--- src/rtl/mem_access_unit_pkg.sv ---
// Shared encodings for the MEM-stage load/store unit: memory op codes, FSM states and
// byte-lane select patterns (big-endian, bit 3 = bits [31:24]).
package mem_access_unit_pkg;

  typedef enum logic [3:0] {
    MemNone = 4'd0,
    MemLb   = 4'd1,
    MemLbu  = 4'd2,
    MemLh   = 4'd3,
    MemLhu  = 4'd4,
    MemLw   = 4'd5,
    MemSb   = 4'd6,
    MemSh   = 4'd7,
    MemSw   = 4'd8
  } memop_e;

  typedef enum logic [1:0] {
    StIdle,
    StBusy,
    StDone
  } state_e;

  localparam logic [3:0] SelWord   = 4'b1111;
  localparam logic [3:0] SelHalfHi = 4'b1100;
  localparam logic [3:0] SelHalfLo = 4'b0011;
  localparam logic [3:0] SelByte0  = 4'b1000;

  // Codes outside LB..SW are treated as non-memory ops.
  function automatic logic memop_is_mem(logic [3:0] op);
    return (op >= 4'(MemLb)) && (op <= 4'(MemSw));
  endfunction

  function automatic logic memop_is_store(logic [3:0] op);
    return (op == 4'(MemSb)) || (op == 4'(MemSh)) || (op == 4'(MemSw));
  endfunction

endpackage

--- src/rtl/mem_access_unit_if.sv ---
// Data-side bus between the MEM-stage unit (master) and the cache/storage hierarchy (slave).
interface mem_access_unit_if;
  logic        bus_req;
  logic        bus_we;
  logic [31:0] bus_addr;
  logic [3:0]  bus_sel;
  logic [31:0] bus_wdata;
  logic [31:0] bus_rdata;
  logic        bus_ack;

  modport master (
    output bus_req, bus_we, bus_addr, bus_sel, bus_wdata,
    input  bus_rdata, bus_ack
  );

  modport slave (
    input  bus_req, bus_we, bus_addr, bus_sel, bus_wdata,
    output bus_rdata, bus_ack
  );
endinterface

--- src/rtl/mem_lane_align.sv ---
// Combinational byte-lane steering: lane selects, store replication, load extraction and
// misalignment detection for big-endian byte/half/word accesses.
module mem_lane_align
  import mem_access_unit_pkg::*;
(
  input  logic [3:0]  memop,
  input  logic [1:0]  addr_lo,
  input  logic [31:0] sdata,
  input  logic [31:0] rdata,
  output logic [3:0]  sel,
  output logic [31:0] wdata,
  output logic [31:0] ldata,
  output logic        misaligned
);

  logic [7:0]  rbyte;
  logic [15:0] rhalf;

  always_comb begin
    unique case (addr_lo)
      2'd0: rbyte = rdata[31:24];
      2'd1: rbyte = rdata[23:16];
      2'd2: rbyte = rdata[15:8];
      2'd3: rbyte = rdata[7:0];
    endcase
    rhalf = addr_lo[1] ? rdata[15:0] : rdata[31:16];

    sel        = '0;
    wdata      = '0;
    ldata      = '0;
    misaligned = 1'b0;
    case (memop)
      MemLb, MemLbu, MemSb: sel = SelByte0 >> addr_lo;
      MemLh, MemLhu, MemSh: begin
        sel        = addr_lo[1] ? SelHalfLo : SelHalfHi;
        misaligned = addr_lo[0];
      end
      MemLw, MemSw: begin
        sel        = SelWord;
        misaligned = |addr_lo;
      end
      default: ;
    endcase

    case (memop)
      MemLb:   ldata = {{24{rbyte[7]}}, rbyte};
      MemLbu:  ldata = {24'h0, rbyte};
      MemLh:   ldata = {{16{rhalf[15]}}, rhalf};
      MemLhu:  ldata = {16'h0, rhalf};
      MemLw:   ldata = rdata;
      MemSb:   wdata = {4{sdata[7:0]}};
      MemSh:   wdata = {2{sdata[15:0]}};
      MemSw:   wdata = sdata;
      default: ;
    endcase
  end

endmodule

--- src/rtl/mem_access_unit.sv ---
// MEM-stage load/store unit: passes write-back fields through and runs a stalling bus
// handshake (IDLE -> BUSY -> DONE) for loads and stores, with timeout abort.
module mem_access_unit
  import mem_access_unit_pkg::*;
#(
  parameter int unsigned TIMEOUT = 64,
  parameter int unsigned TO_W    = 7
) (
  input  logic        clk,
  input  logic        rst,
  input  logic        mem_stall,
  input  logic [4:0]  i_wd,
  input  logic        i_wreg,
  input  logic [31:0] i_wdata,
  input  logic [31:0] i_hi,
  input  logic [31:0] i_lo,
  input  logic        i_whilo,
  input  logic [3:0]  i_memop,
  input  logic [31:0] i_addr,
  input  logic [31:0] i_sdata,
  output logic [4:0]  mem_wd,
  output logic        mem_wreg,
  output logic [31:0] mem_wdata,
  output logic [31:0] mem_hi,
  output logic [31:0] mem_lo,
  output logic        mem_whilo,
  output logic        stallreq,
  mem_access_unit_if.master bus,
  output logic        exc_misalign,
  output logic        exc_buserr
);

  state_e          state_q;
  logic [TO_W-1:0] cnt_q;
  logic [31:0]     latch_q;
  logic            err_q, buserr_q;
  logic            req_q, we_q;
  logic [31:0]     addr_q, wdata_q;
  logic [3:0]      sel_q;

  logic [3:0]  lane_sel;
  logic [31:0] lane_wdata, lane_ldata;
  logic        lane_mis, is_mem, start, misalign_now;

  mem_lane_align u_align (
    .memop     (i_memop),
    .addr_lo   (i_addr[1:0]),
    .sdata     (i_sdata),
    .rdata     (bus.bus_rdata),
    .sel       (lane_sel),
    .wdata     (lane_wdata),
    .ldata     (lane_ldata),
    .misaligned(lane_mis)
  );

  assign is_mem       = memop_is_mem(i_memop);
  assign start        = (state_q == StIdle) && is_mem && !lane_mis;
  assign misalign_now = (state_q == StIdle) && is_mem && lane_mis;

  always_ff @(posedge clk) begin
    if (rst) begin
      state_q  <= StIdle;
      cnt_q    <= '0;
      latch_q  <= '0;
      err_q    <= 1'b0;
      buserr_q <= 1'b0;
      req_q    <= 1'b0;
      we_q     <= 1'b0;
      addr_q   <= '0;
      sel_q    <= '0;
      wdata_q  <= '0;
    end else begin
      buserr_q <= 1'b0;
      case (state_q)
        StIdle: begin
          if (start) begin
            state_q <= StBusy;
            cnt_q   <= '0;
            err_q   <= 1'b0;
            req_q   <= 1'b1;
            we_q    <= memop_is_store(i_memop);
            addr_q  <= {i_addr[31:2], 2'b00};
            sel_q   <= lane_sel;
            wdata_q <= lane_wdata;
          end
        end
        StBusy: begin
          // An ack coinciding with the final timeout cycle still counts as success.
          if (bus.bus_ack) begin
            latch_q <= we_q ? i_wdata : lane_ldata;
            req_q   <= 1'b0;
            state_q <= StDone;
          end else if (cnt_q == TO_W'(TIMEOUT - 1)) begin
            latch_q  <= '0;
            err_q    <= 1'b1;
            buserr_q <= 1'b1;
            req_q    <= 1'b0;
            state_q  <= StDone;
          end else begin
            cnt_q <= cnt_q + 1'b1;
          end
        end
        StDone: begin
          if (!mem_stall) state_q <= StIdle;
        end
        default: state_q <= StIdle;
      endcase
    end
  end

  always_comb begin
    mem_wd       = i_wd;
    mem_wreg     = i_wreg;
    mem_wdata    = i_wdata;
    mem_hi       = i_hi;
    mem_lo       = i_lo;
    mem_whilo    = i_whilo;
    stallreq     = start || (state_q == StBusy);
    exc_misalign = misalign_now;
    exc_buserr   = buserr_q;
    if (state_q == StDone) begin
      mem_wdata = latch_q;
      mem_wreg  = i_wreg & ~err_q;
    end else if (misalign_now) begin
      mem_wreg = 1'b0;
    end
    if (rst) begin
      mem_wd       = '0;
      mem_wreg     = 1'b0;
      mem_wdata    = '0;
      mem_hi       = '0;
      mem_lo       = '0;
      mem_whilo    = 1'b0;
      stallreq     = 1'b0;
      exc_misalign = 1'b0;
      exc_buserr   = 1'b0;
    end
  end

  assign bus.bus_req   = req_q & ~rst;
  assign bus.bus_we    = we_q & ~rst;
  assign bus.bus_addr  = rst ? '0 : addr_q;
  assign bus.bus_sel   = rst ? '0 : sel_q;
  assign bus.bus_wdata = rst ? '0 : wdata_q;

endmodule
--- src/flat_wrapper.sv ---
// flat-port wrapper written by rule: the top's interface ports become plain ports
module mem_access_unit_flat import mem_access_unit_pkg::*;
#(
  parameter int unsigned TIMEOUT = 64,
  parameter int unsigned TO_W    = 7
)
  (clk, rst, mem_stall, i_wd, i_wreg, i_wdata, i_hi, i_lo, i_whilo, i_memop, i_addr, i_sdata, mem_wd, mem_wreg, mem_wdata, mem_hi, mem_lo, mem_whilo, stallreq, exc_misalign, exc_buserr, bus_bus_req, bus_bus_we, bus_bus_addr, bus_bus_sel, bus_bus_wdata, bus_bus_rdata, bus_bus_ack);
  mem_access_unit_if bus_i ();
  input  logic clk;
  input  logic rst;
  input  logic mem_stall;
  input  logic [4:0] i_wd;
  input  logic i_wreg;
  input  logic [31:0] i_wdata;
  input  logic [31:0] i_hi;
  input  logic [31:0] i_lo;
  input  logic i_whilo;
  input  logic [3:0] i_memop;
  input  logic [31:0] i_addr;
  input  logic [31:0] i_sdata;
  output logic [4:0] mem_wd;
  output logic mem_wreg;
  output logic [31:0] mem_wdata;
  output logic [31:0] mem_hi;
  output logic [31:0] mem_lo;
  output logic mem_whilo;
  output logic stallreq;
  output logic exc_misalign;
  output logic exc_buserr;
  output wire logic [$bits(bus_i.bus_req)-1:0] bus_bus_req;
  output wire logic [$bits(bus_i.bus_we)-1:0] bus_bus_we;
  output wire logic [$bits(bus_i.bus_addr)-1:0] bus_bus_addr;
  output wire logic [$bits(bus_i.bus_sel)-1:0] bus_bus_sel;
  output wire logic [$bits(bus_i.bus_wdata)-1:0] bus_bus_wdata;
  input wire logic [$bits(bus_i.bus_rdata)-1:0] bus_bus_rdata;
  input wire logic [$bits(bus_i.bus_ack)-1:0] bus_bus_ack;
  assign bus_bus_req = bus_i.bus_req;
  assign bus_bus_we = bus_i.bus_we;
  assign bus_bus_addr = bus_i.bus_addr;
  assign bus_bus_sel = bus_i.bus_sel;
  assign bus_bus_wdata = bus_i.bus_wdata;
  assign bus_i.bus_rdata = bus_bus_rdata;
  assign bus_i.bus_ack = bus_bus_ack;
  mem_access_unit #(.TIMEOUT(TIMEOUT), .TO_W(TO_W)) u_core (.clk(clk), .rst(rst), .mem_stall(mem_stall), .i_wd(i_wd), .i_wreg(i_wreg), .i_wdata(i_wdata), .i_hi(i_hi), .i_lo(i_lo), .i_whilo(i_whilo), .i_memop(i_memop), .i_addr(i_addr), .i_sdata(i_sdata), .mem_wd(mem_wd), .mem_wreg(mem_wreg), .mem_wdata(mem_wdata), .mem_hi(mem_hi), .mem_lo(mem_lo), .mem_whilo(mem_whilo), .stallreq(stallreq), .bus(bus_i), .exc_misalign(exc_misalign), .exc_buserr(exc_buserr));
endmodule
--- config.mk ---
export PLATFORM = sky130hd
export DESIGN_NAME = mem_access_unit_flat
export DESIGN_NICKNAME = d
export VERILOG_FILES = /design/src/rtl/mem_access_unit_pkg.sv /design/src/rtl/mem_access_unit_if.sv /design/src/rtl/mem_lane_align.sv /design/src/rtl/mem_access_unit.sv /design/src/flat_wrapper.sv
export SDC_FILE = /design/constraint.sdc
export NUM_CORES = 1
export LEC_CHECK = 0
export BUFFER_PORTS_ARGS = -buffer_cell sky130_fd_sc_hd__buf_2
export CORE_AREA = 2 2 149 151
export CTS_BUF_LIST = sky130_fd_sc_hd__clkbuf_2
export CTS_CLUSTER_DIAMETER = 30
export CTS_CLUSTER_SIZE = 12
export DETAILED_ROUTE_END_ITERATION = 10
export DIE_AREA = 0 0 151 153
export SYNTH_ARGS = -nofsm -noshare
export SYNTH_HDL_FRONTEND = slang
export SYNTH_HIERARCHICAL = 1
export SYNTH_SLANG_ARGS = --single-unit
export TNS_END_PERCENT = 5
--- constraint.sdc ---
create_clock -name clk -period 2.25 [get_ports clk]
set_clock_uncertainty 0.05 [all_clocks]
set_input_delay 0.3375 -clock clk [delete_from_list [all_inputs] [get_ports clk]]
set_output_delay 0.3375 -clock clk [all_outputs]
set_load 0.01 [all_outputs]
; Word level (Yosys, flattened, before mapping)
; Index checks and enable logic that the tools add are counted.
[totals]
in_bits = 207
out_inout_bits = 176
ff_bits = 111
word_cells = 106
[classes]
n_shift = 1
bitwise = 6
n_mux = 43
add_sub_neg = 1
reduce_logical = 23
magnitude_cmp = 2
eq_ne = 20
[op_table]
columns = operator, count
row1 = $mux W32, 9
row2 = $pmux W32 S5, 1
row3 = $pmux W32 S3, 1
row4 = $pmux W8 S4, 1
row5 = $mux W7, 3
row6 = $eq A4 B3 Y1 const B, 4
row7 = $mux W16, 1
row8 = $mux W1, 14
row9 = $pmux W7 S2, 1
row10 = $pmux W4 S3, 1
row11 = $reduce_or A3 Y1, 3
row12 = $eq A4 B2 Y1 const B, 2
row13 = $mux W2, 4
row14 = $mux W4, 2
row15 = $reduce_and A4 Y1, 2
row16 = $add A7 B1 Y7 const B, 1
row17 = $eq A7 B6 Y1 const B, 1
row18 = $eq A2 B2 Y1 const B, 3
row19 = $ne A2 B2 Y1 const B, 3
row20 = $pmux W1 S2, 3
row21 = $pmux W2 S3, 1
row22 = $reduce_and A3 Y1, 2
row23 = $mux W5, 1
row24 = $eq A2 B1 Y1 const B, 2
row25 = other kinds (16), 30

; Logic depth before layout (Yosys ltp)
; Gate-level depths: netlist of run 1.
[depth]
depth_word = 7
mapped_depth = 11
depth_no_buf = 7

; Cells and area by module
; Netlist of run 1, hierarchy kept.
[modules_own_cells]
columns = module, area_per_inst_um2, cells_each, seq_area_each_um2, instances
row1 = mem_access_unit, 5675.4, 747, 2222.1, 1
row2 = mem_lane_align, 1272.5, 172, 0.0, 1

; Worst setup path after synthesis of run 1
; Ideal clock, no wire load.
[synth_timing]
path_kind = input -> output
from = input port i_memop[2]
to = output port stallreq
path_slack_ns = 0.235
t_arrival_ns = 1.627
required_ns = 1.862
path_buffers = 2
path_stages = 8
path_cell_list = buf_6 or2b_1 o32a_1 o21ai_0 nor3_1 nand3_2 buf_2 a21oi_1
[synth_via]
elab_chain_len = 7
word_cells_on_any_way = 16
classes_between = order compare: 2 / eq/ne: 5 / mux: 2 / reduce/logical: 7
[synth_rtl]
columns = item, line
row1 = from (decl), flat_wrapper.sv:18  ; input logic [3:0] i_memop;
row2 = "$eq A4 B3 Y1, or another cell as far along", mem_lane_align.sv:32  ; case (memop)
row3 = $reduce_or A3 Y1 or $reduce_or A2 Y1 (tied branches), mem_lane_align.sv:32
row4 = $pmux W1 S2 *, mem_lane_align.sv:32
row5 = net u_core.lane_mis, mem_access_unit.sv:43  ; logic lane_mis, is_mem, start, misalign_now;
row6 = $logic_not A1 Y1 *, mem_access_unit.sv:57  ; assign start = (state_q == StIdle) && is_mem && !lane_mis;
row7 = $logic_and A1 B1 Y1 *, mem_access_unit.sv:57
row8 = $logic_or A1 B1 Y1 *, mem_access_unit.sv:118  ; stallreq = start || (state_q == StBusy);
row9 = $mux W1 *, mem_access_unit.sv:127  ; if (rst) begin
row10 = to (decl), flat_wrapper.sv:27  ; output logic stallreq;
; The timed path passes the listed nets; every way through them passes the cells marked *.

; Worst setup path in the final report of run 1
[layout_timing]
from = register u_core.state_q[1]
to = output port mem_wdata[15]
[layout_via]
elab_chain_len = 3
[layout_rtl]
columns = item, line
row1 = from (decl), mem_access_unit.sv:33  ; state_e state_q;
row2 = from (signal assigned), mem_access_unit.sv:62  ; state_q <= StIdle;
row3 = from (signal assigned), mem_access_unit.sv:77  ; state_q <= StBusy;
row4 = from (signal assigned), mem_access_unit.sv:92  ; state_q <= StDone;
row5 = $eq A2 B2 Y1, mem_access_unit.sv:121  ; if (state_q == StDone) begin
row6 = $mux W32, mem_access_unit.sv:121
row7 = $mux W32, mem_access_unit.sv:127
row8 = to (decl), flat_wrapper.sv:23  ; output logic [31:0] mem_wdata;
; No other way between the ends.

==> results.yml, run 1 <==
place:
  post-place-ws_ps: -5.52
  dp_hpwl_um: 19200
  port_buffers: 380
  place_area_mm2: 0.00922
  routabilityCongestion: 0.920
critical_path:
  path_cells: "buf_6 -> nand2b_4 -> buf_12 -> nand2_1 -> a21oi_2 -> buf_2"
  end_kind: "output pin"
  cpMaxStageDelayCell: "dfxtp_4"
  arrival_ps: 1900
  crit_type: "register to output pin"
  cp-start-kind: "register"
  reg2reg_to: "u_core/state_q[0]"
  reg2reg_slack_ps: 140
  cp.required_ps: 1860
  max_stage_delay_ps: 440
  crit_start: "u_core/state_q[1]"
  r2r_start: "u_core/state_q[0]"
  path_depth: 6
  endpoint: "mem_wdata[15]"
  cp_num_buf_inv: 3
  crit_family: "buffers and inverters"
  path_max_fanout: 16
  reg2reg_depth: 7
sta:
  period_needed_ps: 2280
  hold_viol_final: 0
  setup_slack_ps: -33.2
  max_slew.worst_pin.slew_ps: 564
  setup_viol: 7
  fmax_mhz: 438
  grt_setup_unrepaired: "true"
  relSlewSlack_pct: 62.2
  fin_crit_sh_pct: 101
  hold_slack_ps: 77.1
  drv_slew: 0
clocking:
  cts_root_buf: "clkbuf_2"
  cts_made_buffers: 9
  cts_sinks: 111
  htreeDepth: 3
  insertion_delay_ps: 630
  clockBufferDepth: 2
  cts_tree: "built"
  path_clk_slew_ps: 410
logic_synthesis:
  ys_top_cells_by_area: "dfxtp_1 32%, nor2b_1 13%, nand2_1 12%"
  async_reset_ff_share_pct: 0
  syn_inst: 919
  synth_top_area_share_pct: 32.0
  ys.flop_type: "dfxtp_1"
  synth_top_area_cell: "dfxtp_1"
  syn_avg_cell_area_um2: 7.56
  ys_ff_latch: 111
  yosys_warnings: 6
  yosysSeqAreaShare_pct: 32.0
  syn_area_mm2: 0.00695
  synth_enable_flop_cells: 0
  synth.distinct_cells: 60
global_route:
  grt_pass1_wl_um: 41400
  gr-total-overflow: 0
  antenna_found_initial: 4
  grt_pass1_vias: 7756
  grt_max_degree: 68
  grt_usage_pct: 22.5
cells_and_area:
  layout.area.seq_mm2: 0.00223
  nets: 1607
  multiInputGateArea_mm2: 0.00443
  syn_to_final_growth_pct: 55.4
  final_common_cell: "buf_2"
  fillers: 2084
  final_cell_mix: "378 x buf_2, 222 x nand2_1, 142 x nor2b_1"
  fin_area_mm2: 0.0108
  utilization_pct: 50.2
  final_layout_size_suffix_gt1_share_pct: 35.3
die:
  dieWidth_um: 151
  coreArea_mm2: 0.0215
  chipHeight_um: 153
  initial_core_util_pct: 32.3
  io_pins: 383
  dieArea_mm2: 0.0231
  rows: 54
route:
  drt-total-wl_um: 27600
  first_iter_violations: 620
  viasPerCell: 5.00
  num_vias: 8425
  ant_nets: 0
  drt_pass1_iterations: 8
  post-route-drc-count: 0
  wl_per_cell_um: 16.4
run_status:
  violations: "setup timing"
  status: "finished with violations"
job:
  drv_cap: 0
power_and_ir_drop:
  power.leakage_uw: 0.00482
  irDropWorstVdd_v: 0.000175
  power_density_mw_per_mm2: 436
min_path:
  worstHoldPathType: "primary input to register"
## how the worst min path moves through the flow
stage                        endpoint  cells after the start  slack, ps              start
global placement     u_core/addr_q[8]                      2        390   u_core/addr_q[8]
detailed placement  u_core/addr_q[11]                      2        390  u_core/addr_q[11]
CTS                   u_core/cnt_q[5]                      2          2                rst
finish              u_core/latch_q[4]                      5         80   bus_bus_rdata[4]
global route        u_core/latch_q[4]                      5         50   bus_bus_rdata[4]
floorplan           u_core/addr_q[10]                      2        380  u_core/addr_q[10]
## metal layers
| layer | vias up | wire, µm | GRT usage (%) |
|---|---|---|---|
| met5 | - | 13 | 0 |
| met4 | 2 | 971 | 9.61 |
| met3 | 66 | 1960 | 3.19 |
| met2 | 414 | 13200 | 37.7 |
| met1 | 3840 | 11500 | 28.7 |
| li1 | 4103 | - | - |
## what timing repair did
action / 4_1_cts / 5_1_grt
pin swaps: 11 / 2
endpoints found under the hold margin: 101 / 0
resized for setup: 20 / 12
setup endpoints to repair: 35 / 35
cloned: 2 / 0
buffers inserted: 7 / 0
hold buffers: 125 / 0
## report_power, final
part	internal [µW]	leakage [µW]	switching, µW	total [µW]
clock	189	0.0000741	814	1000
sequential	2060	0.000903	48.4	2110
combinational	772	0.00384	822	1590
## logic make-up after synthesis
| kind of cell | synth area share (%) |
|---|---|
| AOI/OAI and AO/OA | 21.7 |
| xor gates and xnor gates | 0.126 |
| adders and majority gates | 0.324 |
| buffers and inverters | 5.91 |
| DFF | 32.0 |
| muxes | 8.75 |
| other | 0.0540 |
| and+or+nand+nor | 31.1 |
## cell usage after synthesis, types with 4 or more instances
| library cell | number |
|---|---|
| nand2_1 | 222 |
| a32oi_1 | 7 |
| nand2b_1 | 6 |
| a31oi_1 | 4 |
| clkbuf_1 | 46 |
| and2_1 | 10 |
| nor3_1 | 6 |
| dfxtp_1 | 111 |
| nor2_1 | 9 |
| a22o_1 | 16 |
| mux2_2 | 9 |
| or2_2 | 4 |
| nor2b_1 | 143 |
| buf_2 | 22 |
| mux2i_1 | 47 |
| a221o_2 | 7 |
| buf_6 | 5 |
| o2bb2ai_1 | 40 |
| a21oi_1 | 106 |
| nand3_1 | 9 |
| o221ai_1 | 4 |
| buf_4 | 7 |
| o21ai_0 | 28 |
## worst min-delay path, stage by stage
cell       delay (ps)
buf_2             100
a32oi_1            50
o21ai_0           120
mux2i_1            90
o2bb2ai_1         130
## sequential cells by signal, summed over array words and instances (netlist names)
signal	cells
u_core/addr_q	30
u_core/buserr_q	1
u_core/cnt_q	7
u_core/err_q	1
u_core/latch_q	32
u_core/req_q	1
u_core/sel_q	4
u_core/state_q	2
u_core/wdata_q	32
u_core/we_q	1
## through the flow
stage	TNS [ps]	std cells	total power (µW)
after floorplan	0	920	2900
after global placement	0	1535	3470
after detailed placement	-5.52	1535	3470
after CTS	-2610	1685	4740
after global routing	-2620	1686	4950
final	-116	1686	4710
## cell type report
class	instances	area share, %
well taps	280	3.25
inverters	3	0.104
clock buffers	9	0.417
diodes	2	0.0464
flip-flops and latches	111	20.7
clock inverters	7	0.730
repair buffers	550	33.8
multi-input cells	724	41.0
(Power assumes the default switching activity.)
==> run 2, diff against run 1 <==
--- a/config.mk
+++ b/config.mk
@@ -6,14 +6,13 @@
 export NUM_CORES = 1
 export LEC_CHECK = 0
 export BUFFER_PORTS_ARGS = -buffer_cell sky130_fd_sc_hd__buf_2
-export CORE_AREA = 2 2 149 151
+export CORE_AREA = 2 2 150 152
 export CTS_BUF_LIST = sky130_fd_sc_hd__clkbuf_2
 export CTS_CLUSTER_DIAMETER = 30
 export CTS_CLUSTER_SIZE = 12
 export DETAILED_ROUTE_END_ITERATION = 10
-export DIE_AREA = 0 0 151 153
+export DIE_AREA = 0 0 152 154
 export SYNTH_ARGS = -nofsm -noshare
 export SYNTH_HDL_FRONTEND = slang
-export SYNTH_HIERARCHICAL = 1
 export SYNTH_SLANG_ARGS = --single-unit
 export TNS_END_PERCENT = 5
==> run 2 against run 1 <==
Net effect:
- the run still ends with setup timing left
- synthesized cell count shrank 16%
- sequential cell count unchanged
- sequential share of layout area increased by 1.0 points
- design area down 4.7%
- setup slack lost 170 ps
- clock power shrank 5%
- total power is 3.3% lower
- count of clock-buffer cells in the layout unchanged
- die area up 1.3%
- register-to-register slack hardly changed
- critical path type unchanged
==> results.yml, run 2 <==
power_and_ir_drop:
  comb_power_share_pct: 32.4
  power.leakage_uw: 0.00481
  power_density_mw_per_mm2: 443
  p_int_uw: 2990
  power_uw: 4550
  clockPowerShare_pct: 20.9
  p_sw_uw: 1570
  pwr-share-seq_pct: 46.7
  switching_share_pct: 34.5
  irDropWorstVdd_v: 0.000379
cells_and_area:
  layout.area.seq_mm2: 0.00223
  instances_no_fill: 1551
  largest_registers: "u_core.latch_q (32), u_core.wdata_q (32), u_core.addr_q (30)"
  multiInputGateArea_mm2: 0.00403
  syn_to_final_growth_pct: 61.5
  fillers: 2110
  final_layout_size_suffix_gt1_share_pct: 40.9
  nets: 1471
  final_common_cell: "buf_2"
  final_cell_mix: "378 x buf_2, 141 x nor2b_1, 119 x dlygate4sd3_1"
critical_path:
  cpMaxStageDelayCell: "dfxtp_4"
  crit_type: "register to output pin"
  path_max_fanout: 3
  reg2reg_depth: 7
  end_kind: "output pin"
  max_stage_delay_ps: 440
  cp.required_ps: 1860
  path_cells: "nor3b_4 -> mux2i_4 -> or3_4 -> a21oi_4 -> buf_6"
  cp-start-kind: "register"
  arrival_ps: 2070
logic_synthesis:
  async_reset_ff_share_pct: 0
  yosysMostFrequentCell: "nor2b_1"
  yosysSeqAreaShare_pct: 34.9
  syn_area_mm2: 0.00637
  synth.distinct_cells: 58
  synth_top_area_cell: "dfxtp_1"
  syn_inst: 772
  yosys-top-cells-count: "142 x nor2b_1, 111 x dfxtp_1, 103 x nand2_1, 52 x a21oi_1, 40 x clkbuf_1"
  ys_ff_latch: 111
  ys_top_cells_by_area: "dfxtp_1 35%, nor2b_1 14%, nand2_1 6.1%"
  yosys_warnings: 0
  syn_avg_cell_area_um2: 8.25
  synth_enable_flop_cells: 0
  ys.flop_type: "dfxtp_1"
  synth_top_area_share_pct: 34.9
die:
  io_pins: 383
  rows: 54
  chipHeight_um: 154
  coreArea_mm2: 0.0217
  dieWidth_um: 152
  initial_core_util_pct: 29.4
  dieArea_mm2: 0.0234
global_route:
  grt_max_degree: 82
  grt_usage_pct: 22.0
  antenna_found_initial: 2
  grt_pass1_wl_um: 41700
  gr-total-overflow: 0
  grt_pass1_vias: 7687
clocking:
  clockBufferDepth: 2
  htreeDepth: 3
  cts_tree: "built"
  cts_sinks: 111
  cts_made_buffers: 9
  cts_root_buf: "clkbuf_2"
  path_clk_slew_ps: 320
  insertion_delay_ps: 630
sta:
  period_needed_ps: 2460
  fmax_mhz: 407
  setup_slack_ps: -208
  drv_slew: 0
  grt_setup_unrepaired: "true"
  relSlewSlack_pct: 35.5
  hold_viol_final: 0
  max_slew.worst_pin.slew_ps: 958
  fin_crit_sh_pct: 109
  tns_ps: -3840
  setup_viol: 35
route:
  ant_nets: 0
  drt_pass1_iterations: 6
  post-route-drc-count: 0
  num_vias: 7805
  drt-total-wl_um: 27200
  first_iter_violations: 529
  viasPerCell: 5.03
  wl_per_cell_um: 17.6
job:
  drv_cap: 0
min_path:
  hold_path_depth: 5
  worstHoldPathType: "primary input to register"
run_status:
  violations: "setup timing"
  status: "finished with violations"
place:
  dp_hpwl_um: 19400
  port_buffers: 380
  post-place-ws_ps: -177
  routabilityCongestion: 0.910
  numPlacedInstances: 1410
==> run 2: per-layer routing <==
layer  GRT usage (%)  share of wire (%)  up-vias
met1            27.8                 42     3623
met5               0                  0        -
li1                -                  -     3720
met2            34.8                 45      378
met4            10.4                4.4        0
met3            5.83                8.3       84
==> run 2: per-stage QoR <==
stage                     hold WS (ps)  area [µm²]  util [%]
final                             44.6       10300      47.4
after global routing              55.1       10300      47.4
after CTS                         18.0       10200      47.1
after detailed placement           385        8760      40.4
after global placement             377        8760      40.4
after floorplan                    373        6380         -
==> run 2: power by group through the flow <==
stage | combinational, µW | clock [µW] | sequential [µW]
final | 1480 | 954 | 2120
after global routing | 1600 | 1060 | 2140
after CTS | 1450 | 1000 | 2120
after detailed placement | 1250 | 0 | 2150
after global placement | 1240 | 0 | 2150
after floorplan | 682 | 0 | 2140
==> run 2: timing repair <==
item | in CTS | in global routing
pin swaps | 5 | 5
hold buffers | 119 | 0
setup endpoints to repair | 35 | 38
buffers inserted | 4 | 0
hold endpoints to repair | 103 | 0
cloned | 0 | 0
gates resized for setup | 26 | 20
==> run 2: kinds of logic after synthesis <==
group	share of synthesized area, %
compound gates	25.1
xor+xnor	0.687
fa+ha+maj	0.196
buf+inv	5.18
flops	34.9
mux	4.67
other cells	0.0589
simple gates	29.2
==> run 2: layout make-up <==
class	count	share of cell area [%]
Antenna cell	3	0.0730
Clock buffer	9	0.438
Clock inverter	7	0.620
Inverter	6	0.219
Multi-Input combinational cell	589	39.2
Sequential cell	111	21.7
Tap cell	280	3.40
Timing Repair Buffer	546	34.4
==> run 2: final timing paths <==
check                    start                 to  slack, ps
min reg2reg    u_core.cnt_q[6]    u_core.cnt_q[6]        410
max          u_core.state_q[1]           stallreq       -210
max reg2reg    u_core.cnt_q[0]  u_core.latch_q[6]        150
min                 i_wdata[7]  u_core.latch_q[7]         40
==> run 2: worst max-delay path: cells and delay by family, from the launching register on <==
family | cells | cell delay [ps]
muxes | 1 | 100
AOI/OAI and AO/OA | 1 | 190
and+or+nand+nor | 2 | 580
DFF | 1 | 440
buffers and inverters | 1 | 130
==> run 3, diff against run 2 <==
--- a/config.mk
+++ b/config.mk
@@ -5,13 +5,14 @@
 export SDC_FILE = /design/constraint.sdc
 export NUM_CORES = 1
 export LEC_CHECK = 0
+export ABC_AREA = 1
 export BUFFER_PORTS_ARGS = -buffer_cell sky130_fd_sc_hd__buf_2
-export CORE_AREA = 2 2 150 152
+export CORE_AREA = 2 2 149 151
 export CTS_BUF_LIST = sky130_fd_sc_hd__clkbuf_2
 export CTS_CLUSTER_DIAMETER = 30
 export CTS_CLUSTER_SIZE = 12
 export DETAILED_ROUTE_END_ITERATION = 10
-export DIE_AREA = 0 0 152 154
+export DIE_AREA = 0 0 151 153
 export SYNTH_ARGS = -nofsm -noshare
 export SYNTH_HDL_FRONTEND = slang
 export SYNTH_SLANG_ARGS = --single-unit
==> run 3 against run 2 <==
Net effect:
- the flow still finishes with violations (setup timing)
- setup slack better by 190 ps
- sequential cell count stayed put
- non-clock buffer count is 28 lower
- combinational power is 3% higher
- largest power group unchanged
==> results.yml, run 3 <==
run_status:
  status: "finished with violations"
  violations: "setup timing"
clocking:
  cts_root_buf: "clkbuf_2"
  htreeDepth: 3
  path_clk_slew_ps: 370
  clockBufferDepth: 2
  insertion_delay_ps: 600
  cts_tree: "built"
  cts_made_buffers: 9
  cts_sinks: 111
global_route:
  grt_pass1_vias: 8459
  antenna_found_initial: 1
  grt_usage_pct: 22.5
  grt_pass1_wl_um: 41900
  gr-total-overflow: 0
  grt_max_degree: 165
power_and_ir_drop:
  p_sw_uw: 1700
  p_int_uw: 2910
  irDropWorstVdd_v: 0.000251
  clockPowerShare_pct: 20.7
  pwr-share-seq_pct: 46.0
  power_density_mw_per_mm2: 442
  power.leakage_uw: 0.00562
  switching_share_pct: 37.0
  comb_power_share_pct: 33.2
logic_synthesis:
  ys.flop_type: "dfxtp_1"
  yosysMostFrequentCell: "nand2_1"
  syn_area_mm2: 0.00695
  synth_top_area_share_pct: 32.0
  yosysSeqAreaShare_pct: 32.0
  synth_top_area_cell: "dfxtp_1"
  yosys_warnings: 0
  synth_enable_flop_cells: 0
  syn_inst: 1207
  ys_ff_latch: 111
  yosys-top-cells-count: "295 x nand2_1, 227 x nor2_1, 182 x inv_1, 111 x dfxtp_1, 109 x o21ai_0"
  async_reset_ff_share_pct: 0
  syn_avg_cell_area_um2: 5.75
  ys_top_cells_by_area: "dfxtp_1 32%, nand2_1 16%, nor2_1 12%"
  synth.distinct_cells: 28
place:
  place_area_mm2: 0.00917
  routabilityCongestion: 0.899
  port_buffers: 380
  dp_hpwl_um: 19400
cells_and_area:
  final_common_cell: "buf_2"
  final_layout_size_suffix_gt1_share_pct: 29.3
  fin_area_mm2: 0.0104
  syn_to_final_growth_pct: 50.3
  final_cell_mix: "376 x buf_2, 294 x nand2_1, 211 x nor2_1"
  largest_registers: "u_core.latch_q (32), u_core.wdata_q (32), u_core.addr_q (30)"
  nets: 1869
route:
  post-route-drc-count: 0
  drt_pass1_iterations: 5
  num_vias: 8963
  ant_nets: 0
  drt-total-wl_um: 27200
  first_iter_violations: 529
  viasPerCell: 4.60
  wl_per_cell_um: 14.0
critical_path:
  r2r_start: "u_core.cnt_q[0]"
  endpoint: "mem_wdata[31]"
  path_max_fanout: 17
  arrival_ps: 1880
  crit_type: "register to output pin"
  reg2reg_slack_ps: 410
  reg2reg_depth: 11
  crit_start: "u_core.state_q[1]"
  cp.required_ps: 1860
  cp-start-kind: "register"
  end_kind: "output pin"
  reg2reg_to: "u_core.cnt_q[3]"
sta:
  relSlewSlack_pct: 49.6
  setup_slack_ps: -19.0
  max_slew.worst_pin.slew_ps: 756
  grt_setup_unrepaired: "true"
  hold_viol_final: 0
  fmax_mhz: 441
  period_needed_ps: 2270
  drv_slew: 0
  fin_crit_sh_pct: 101
  setup_viol: 11
  hold_slack_ps: 52.2
min_path:
  worstHoldPathType: "primary input to register"
die:
  coreArea_mm2: 0.0215
  dieWidth_um: 151
  io_pins: 383
  rows: 54
  initial_core_util_pct: 32.3
  chipHeight_um: 153
  dieArea_mm2: 0.0231
job:
  drv_cap: 0
## run 3: stage by stage
| stage | setup slack (ps) | instances | total power, µW | util (%) | TNS [ps] |
|---|---|---|---|---|---|
| floorplan | 372 | 1208 | 2910 | - | 0 |
| global placement | 168 | 1824 | 3490 | 42.7 | 0 |
| detailed placement | 164 | 1824 | 3510 | 42.7 | 0 |
| CTS | -102 | 1946 | 4650 | 48.4 | -2630 |
| global route | -172 | 1947 | 4920 | 48.6 | -4780 |
| finish | -19.0 | 1947 | 4610 | 48.6 | -84.6 |
## run 3: worst min-delay path by stage
stage,start,endpoint,slack [ps],cells past startpoint
5_1_grt,bus_bus_rdata[17],u_core.latch_q[17],40,7
3_3_place_gp,u_core.cnt_q[6],u_core.cnt_q[6],380,2
3_5_place_dp,u_core.cnt_q[6],u_core.cnt_q[6],390,2
4_1_cts,bus_bus_rdata[20],u_core.latch_q[20],0.9,7
2_1_floorplan,u_core.cnt_q[6],u_core.cnt_q[6],370,2
6_report,bus_bus_rdata[20],u_core.latch_q[20],50,7
## run 3: logic make-up (layout without fill, tap and decap cells)
kind of cell,after synthesis,in the layout,synth area share (%)
AOI/OAI and AO/OA,249,249,19.4
adders and majority gates,1,1,0.180
buffers and inverters,259,717,14.7
and+or+nand+nor,583,583,33.3
DFF,111,111,32.0
xor gates and xnor gates,3,3,0.378
other,1,3,0.0540
## run 3: repair_timing
| item | in CTS | in global routing |
|---|---|---|
| endpoints found under the hold margin | 97 | 0 |
| setup endpoints to repair | 35 | 36 |
| hold buffers | 103 | 0 |
| buffers inserted | 3 | 0 |
| pin swaps | 1 | 2 |
| resized for setup | 17 | 17 |
## run 3: critical path: stages (launching register included)
cell,delay (ps)
dfxtp_2,410
inv_2,50
nor2_4,120
clkinvlp_4,120
buf_12,160
buf_6,140
nor2_1,80
nor2_1,50
buf_4,160
## run 3: power by group through the flow
stage               Sequential, µW  Clock (µW)  Combinational [µW]
floorplan                     2140           0                 765
global placement              2150           0                1350
detailed placement            2150           0                1350
CTS                           2120        1000                1530
global route                  2140        1070                1710
finish                        2120         957                1530
## run 3: area by class of cell
cell class              count  area, µm²
flip-flops and latches    111       2220
clock buffers               9       45.0
clock inverters             7       66.3
inverters                 183        691
repair buffers            518       3290
fillers                  2280      11000
multi-input cells         838       3770
well taps                 280        350
diodes                      1       2.50
## run 3: per-layer routing
metal	routed length, µm	up-vias	global-route usage, %
met1	11500	3936	27.1
li1	-	4626	-
met4	751	0	7.61
met2	13000	349	40.2
met5	0	-	0
met3	1970	52	3.85
